[config.mk]
export PLATFORM = sky130hd
export DESIGN_NAME = clk_div_ctrl
export DESIGN_NICKNAME = d
export VERILOG_FILES = /design/src/rtl/clk_div_ctrl.sv
export SDC_FILE = /design/constraint.sdc
export NUM_CORES = 1
export LEC_CHECK = 0
export CAP_MARGIN = 30
export CORE_ASPECT_RATIO = 0.6
export CORE_MARGIN = 2
export CORE_UTILIZATION = 48
export CTS_CLUSTER_SIZE = 40
export DETAILED_ROUTE_END_ITERATION = 7
export GPL_TIMING_DRIVEN = 1
export PLACE_DENSITY = 0.81
export SYNTH_ARGS = -nofsm -noshare
export SYNTH_HDL_FRONTEND = slang
export SYNTH_SLANG_ARGS = --single-unit
[constraint.sdc]
create_clock -name clk -period 2.22 [get_ports clk]
set_input_delay 0.222 -clock clk [delete_from_list [all_inputs] [get_ports clk]]
set_output_delay 0.222 -clock clk [all_outputs]
set_load 0.02 [all_outputs]
[src/rtl/clk_div_ctrl.sv]
// Ratio-change sequencer for the even clock divider.
// Arbitrates two requesters round-robin, rejects odd ratios, and performs a
// glitch-free change: disable, drain one old period, load, re-enable, settle, ack.
//
// state     | meaning
// ----------+--------------------------------------------------------------
// ST_IDLE   | waiting for a request; grants and decides the sequence
// ST_DRAIN  | divider disabled, waiting div_n cycles of the old ratio
// ST_LOAD   | one cycle: new ratio applied, enable restored if ratio != 0
// ST_SETTLE | divider running at the new ratio, waiting SETTLE cycles
// ST_ACK    | one cycle: ack (and err) to the granted requester
module clk_div_ctrl #(
    parameter int WIDTH  = 8,
    parameter int SETTLE = 4
) (
    input  logic             clk,
    input  logic             reset_n,
    input  logic             req0,
    input  logic [WIDTH-1:0] n0,
    input  logic             req1,
    input  logic [WIDTH-1:0] n1,
    output logic             ack0,
    output logic             ack1,
    output logic             err,
    output logic             busy,
    output logic [WIDTH-1:0] div_n,
    output logic             div_en
);

    localparam int SCW = $clog2(SETTLE + 1);

    typedef enum logic [2:0] {
        ST_IDLE,
        ST_DRAIN,
        ST_LOAD,
        ST_SETTLE,
        ST_ACK
    } state_t;

    state_t           state;
    logic [WIDTH-1:0] pend_n;
    logic [WIDTH-1:0] drain_cnt;
    logic [SCW-1:0]   settle_cnt;
    logic             gnt_id;
    logic             rr_ptr;

    logic             gnt_valid;
    logic             gnt_sel;
    logic [WIDTH-1:0] req_n;

    // Pick the requester to serve: sole requester wins, ties go to rr_ptr
    always_comb begin
        gnt_valid = req0 | req1;
        gnt_sel   = (req0 & req1) ? rr_ptr : req1;
        req_n     = gnt_sel ? n1 : n0;
    end

    // Sequencer; all outputs are registered and set on entry to each state
    always_ff @(posedge clk or negedge reset_n) begin
        if (!reset_n) begin
            state      <= ST_IDLE;
            pend_n     <= '0;
            drain_cnt  <= '0;
            settle_cnt <= '0;
            gnt_id     <= 1'b0;
            rr_ptr     <= 1'b0;
            ack0       <= 1'b0;
            ack1       <= 1'b0;
            err        <= 1'b0;
            busy       <= 1'b0;
            div_n      <= '0;
            div_en     <= 1'b0;
        end else begin
            ack0 <= 1'b0;
            ack1 <= 1'b0;
            err  <= 1'b0;
            case (state)
                ST_IDLE: begin
                    if (gnt_valid) begin
                        pend_n <= req_n;
                        gnt_id <= gnt_sel;
                        rr_ptr <= ~gnt_sel;
                        busy   <= 1'b1;
                        // Odd ratios (including 1) cannot be produced by an even divider
                        if (req_n[0]) begin
                            state <= ST_ACK;
                            ack0  <= ~gnt_sel;
                            ack1  <= gnt_sel;
                            err   <= 1'b1;
                        end else if (div_en && (req_n == div_n)) begin
                            state <= ST_ACK;
                            ack0  <= ~gnt_sel;
                            ack1  <= gnt_sel;
                        end else if (div_en) begin
                            state     <= ST_DRAIN;
                            div_en    <= 1'b0;
                            drain_cnt <= div_n;
                        end else begin
                            state <= ST_LOAD;
                        end
                    end
                end
                ST_DRAIN: begin
                    if (drain_cnt <= WIDTH'(1)) begin
                        state <= ST_LOAD;
                    end else begin
                        drain_cnt <= drain_cnt - WIDTH'(1);
                    end
                end
                ST_LOAD: begin
                    div_n <= pend_n;
                    // A zero ratio is a request to leave the divider disabled
                    if (pend_n == '0) begin
                        state <= ST_ACK;
                        ack0  <= ~gnt_id;
                        ack1  <= gnt_id;
                    end else begin
                        state      <= ST_SETTLE;
                        div_en     <= 1'b1;
                        settle_cnt <= SCW'(SETTLE);
                    end
                end
                ST_SETTLE: begin
                    if (settle_cnt <= SCW'(1)) begin
                        state <= ST_ACK;
                        ack0  <= ~gnt_id;
                        ack1  <= gnt_id;
                    end else begin
                        settle_cnt <= settle_cnt - SCW'(1);
                    end
                end
                ST_ACK: begin
                    state <= ST_IDLE;
                    busy  <= 1'b0;
                end
                default: begin
                    state <= ST_IDLE;
                    busy  <= 1'b0;
                end
            endcase
        end
    end

endmodule

* Yosys cells after proc, flatten, opt, wreduce, memory -nomap -nowiden
Index checks and enable logic that the tools add are counted.
Storage, ports and cells: bits in registers 37, bits of input ports 20, output and inout port bits 13, logic and storage cells 88
Operators by class: $add $sub $neg 2, order comparisons 2, equal/unequal tests 13, multiplexer cells 41, bitwise logic cells 5, reductions and logical operators 13
Operators with widths (count):
- $mux W8 | 6
- $mux W3 | 8
- $mux W1 | 19
- $ne A2 B2 Y1 const B | 9
- $pmux W8 S2 | 1
- $pmux W3 S4 | 1
- $eq A8 B8 Y1 | 1
- $le A8 B1 Y1 const B | 1
- $logic_not A8 Y1 | 1
- $sub A8 B1 Y8 const B | 1
- $eq A3 B2 Y1 const B | 2
- $pmux W1 S3 | 2
- $pmux W3 S2 | 1
- $reduce_and A3 Y1 | 2
- $reduce_and A6 Y1 | 1
- $reduce_bool A2 Y1 | 3
- $reduce_and A5 Y1 | 1
- $pmux W1 S2 | 2
- $reduce_and A2 Y1 | 2
- $eq A3 B1 Y1 const B | 1
- $le A3 B1 Y1 const B | 1
- $logic_not A3 Y1 | 1
- $not A1 Y1 | 3
- $reduce_or A3 Y1 | 1
- other kinds (5) | 5

* Depth between registers and ports, before layout
depth after elaboration 9, gate-level depth with buffers 8, depth with buffers taken out 8

* Worst setup path after synthesis
No wires, ideal clock.
kind register -> register, start point register div_n[2], end point register drain_cnt[2], library setup time 0.126 ns, arrival 2.065 ns, required time 2.094 ns, path slack 0.029 ns, cell stages (with the launch flop) 7, path buffers 0, clock period less this slack 2.191 ns, cell sequence dfrtp_1 > nor2b_1 > a2111oi_1 > nand4_1 > a2111oi_4 > nor2_2 > o32a_1
Between the ends: cells in the longest elaborated chain, start to end 5, elaborated cells on any way between the ends 9, classes of those cells 2 x eq/ne; 5 x mux; 2 x reduce/logical
RTL lines:
- start, declared | RTL line 26 | output logic [WIDTH-1:0] div_n,
- start signal, assigned | RTL line 111 | div_n <= pend_n;
- $mux W8 | RTL line 94 | end else if (div_en) begin
- $mux W8 | RTL line 90 | end else if (div_en && (req_n == div_n)) begin
- $mux W8 | RTL line 85 | if (req_n[0]) begin
- $mux W8 | RTL line 79 | if (gnt_valid) begin
- $pmux W8 S2 | RTL line 77 | case (state)
- end signal, assigned | RTL line 97 | drain_cnt <= div_n;
- end signal, assigned | RTL line 107 | drain_cnt <= drain_cnt - WIDTH'(1);
- end, declared | RTL line 42 | logic [WIDTH-1:0] drain_cnt;
Several ways; a longest one is shown, not always the timed one. The select of a mux whose other input is x is not followed. A chain may end at the register's enable or synchronous reset.

* Final worst setup path
start point register div_n[2], end point register drain_cnt[7]
Between the ends: cells in the longest elaborated chain, start to end 4
RTL lines (RTL line):
- $eq A8 B8 Y1 | 90
- $logic_and A1 B1 Y1 | 90
- $ne A2 B2 Y1 (no line)
- $reduce_and A6 Y1 (no line)
No other way between the ends.

==> results.yml <==
status:
  status: "complete, no violations"
floorplanning:
  core_area_sq_um: 4140
  dieWidth_um: 89.2
  die_h_um: 55.1
  fp-row-count: 18
  die_area_sq_um: 4920
  io_pins: 33
  initial_core_util_pct: 50.5
placement:
  port_buffers: 32
  dpl.hpwl_mm: 4.25
  place.gp.congestion: 0.892
  pre_cts_ws_ns: -0.248
global_route:
  grt_pass1_wl_mm: 9.00
  grt.total_usage_pct: 25.3
  grt_pass1_vias: 1872
  grt_max_degree: 38
  antenna_found_initial: 0
  grt_overflow: 0
synth:
  ys_ff_latch: 37
  synth.top_cell.area_share_pct: 44.3
  syn_area_sq_um: 2090
  async_reset_ff_share_pct: 100
  ys_types: 47
  syn_nets: 258
  ys.warnings.count: 0
  synth_ff_type: "dfrtp_1"
  yosysTopAreaCell: "dfrtp_1"
  netlist_instances: 234
  synth_edf_count: 0
  ys_seq_area_share_pct: 44.3
  syn_area_per_cell_sq_um: 8.93
  synth_area_leaders: "dfrtp_1, nor2_1, nand2_1, o21ai_0, a21oi_1"
sta:
  maxSlewHeadroom_pct: 45.1
  worst_pin_slew_ns: 0.824
  fin_crit_sh_pct: 96.5
  layout_setup_ws_ns: 0.0781
  fmax_mhz: 467
  period_needed_ns: 2.14
  finalSetupViolCount: 0
  setup_tns_ns: 0
  hold_viol_final: 0
  slew_viol_final: 0
  fin_skew_ns: 0.00699
cts:
  ctsHoldBuffers: 0
  cts_tree: "done"
  clk_latency_ns: 0.29
  cts_buffers: 5
  cts.clk_slew.worst_paths_ns: 0.07
  clk_path_buf_depth: 2
  cts.htree.levels: 2
  cts-root-buf: "clkbuf_8"
  cts_sinks: 37
pwr:
  power.density_nw_per_um2: 441
  leakage_nw: 1.28
  ir_worst_vdd_v: 0.000302
  power_w: 0.00124
critical_path:
  critPathLaunchType: "flop"
  crit_type: "reg -> reg"
  required_ns: 2.39
  critPathCaptureType: "flop"
  critPathMaxFanout: 8
  critical_path_arrival_ns: 2.31
cells_and_area:
  layout-drive-gt1-share_pct: 18.2
  final_common_cell: "dfrtp_1"
  n_fill_cell: 348
  fin_util_pct: 67.8
  area_growth_pct: 34.4
  nets: 322
  final_cell_mix: "dfrtp_1, nor2_1, buf_4, nand2_1, clkdlybuf4s50_1"
  n_antenna_cell: 0
detailed_routing:
  wl_mm: 5.78
  drt-initial-drc-count: 137
  route.detailed.drc: 0
  routed-via-count: 2065
  first_pass_iters: 5
  avgRoutedWirePerCell_um: 16.2
  via_per_inst: 5.78
  ant_nets: 0
worst_hold_path:
  hold_class: "in -> async"
job:
  maxCapViolCount: 0
==> through the flow <==
stage               instances  instance area [sq um]  hold slack (ns)
floorplan                 234                   2090          -0.0736
global placement          348                   2660            0.367
detailed placement        348                   2660            0.366
CTS                       354                   2740           0.0538
global route              357                   2810            0.103
finish                    357                   2810           0.0203
==> routing by layer <==
layer	wire [um]	vias up	share of wire (%)	GRT usage (%)
met2	2530	89	44	38.8
met1	2760	988	48	37.3
met5	0	-	0	0
met3	435	9	7.5	4.60
met4	57	0	0.99	5.97
li1	-	979	-	-
==> cells by family after synthesis <==
| group | share of synthesized area, % |
|---|---|
| compound gates | 22.7 |
| flops | 44.3 |
| xor+xnor | 2.93 |
| simple gates | 21.5 |
| buf+inv | 2.81 |
| fa+ha+maj | 2.39 |
| mux | 3.35 |
==> cell type report <==
class	count	area [sq um]	share of cell area, %
inverter	10	37.5	1.34
sequential	37	926	33.0
multi-input combinational	182	1150	40.8
timing repair buffer	62	551	19.6
tap	60	75.1	2.67
clock inverter	1	5.00	0.178
clock buffer	5	68.8	2.45
==> sequential cells by signal, summed over array words and instances, names as in the netlist <==
name	cells
div_n	8
drain_cnt	8
pend_n	8
settle_cnt	3
state	3
ack0	1
ack1	1
busy	1
div_en	1
err	1
gnt_id	1
rr_ptr	1
==> synth_stat cells (2+ instances only) <==
| master | n |
|---|---|
| nand2_1 | 27 |
| nor3_1 | 3 |
| a2111o_1 | 2 |
| nor2b_1 | 6 |
| a21oi_1 | 14 |
| o21ai_0 | 17 |
| nand2b_1 | 3 |
| o22ai_1 | 7 |
| o31ai_1 | 4 |
| and2_1 | 4 |
| inv_1 | 9 |
| clkbuf_1 | 3 |
| a211oi_1 | 2 |
| nand3_1 | 2 |
| and2b_1 | 2 |
| a31oi_1 | 9 |
| nor2_1 | 32 |
| a21o_1 | 2 |
| buf_2 | 2 |
| xor2_1 | 6 |
| mux2_2 | 5 |
| nor4_1 | 3 |
| dfrtp_1 | 37 |
| ha_1 | 4 |
| and3_1 | 4 |
| nand4_1 | 4 |
==> worst max-delay path, cell delays in order, from the launching register on <==
cell       delay [ns]
dfrtp_1          0.38
nor2b_4          0.14
a2111oi_4        0.27
nand4_1          0.28
a2111oi_4        0.42
buf_4            0.21
o21a_2           0.22
o22ai_1          0.10
==> what timing repair did <==
action	in CTS	in global routing
endpoints found under the setup margin	0	8
hold endpoints to repair	0	0
buffers inserted	0	2
gates resized for setup	0	12
==> power by group <==
part / switching, W / internal (W) / total, W
Combinational: 0.0000622 / 0.0000631 / 0.000125
Sequential: 0.000000444 / 0.000675 / 0.000675
Clock: 0.000232 / 0.000206 / 0.000439
Total: 0.000295 / 0.000944 / 0.00124
==> worst paths after layout <==
kind	from	endpoint	slack [ns]	cells after the start
worst max-delay path	div_n[2]	drain_cnt[7]	0.08	7
worst min-delay path	reset_n	drain_cnt[6]	0.02	1
min in group clk	n0[4]	pend_n[4]	0.29	3
max in group asynchronous	reset_n	pend_n[2]	1.67	1
worst min register to register	gnt_id	ack0	0.45	1
worst max register to register	div_n[2]	drain_cnt[7]	0.08	7
Note: power is estimated with default switching activity, not from simulation.
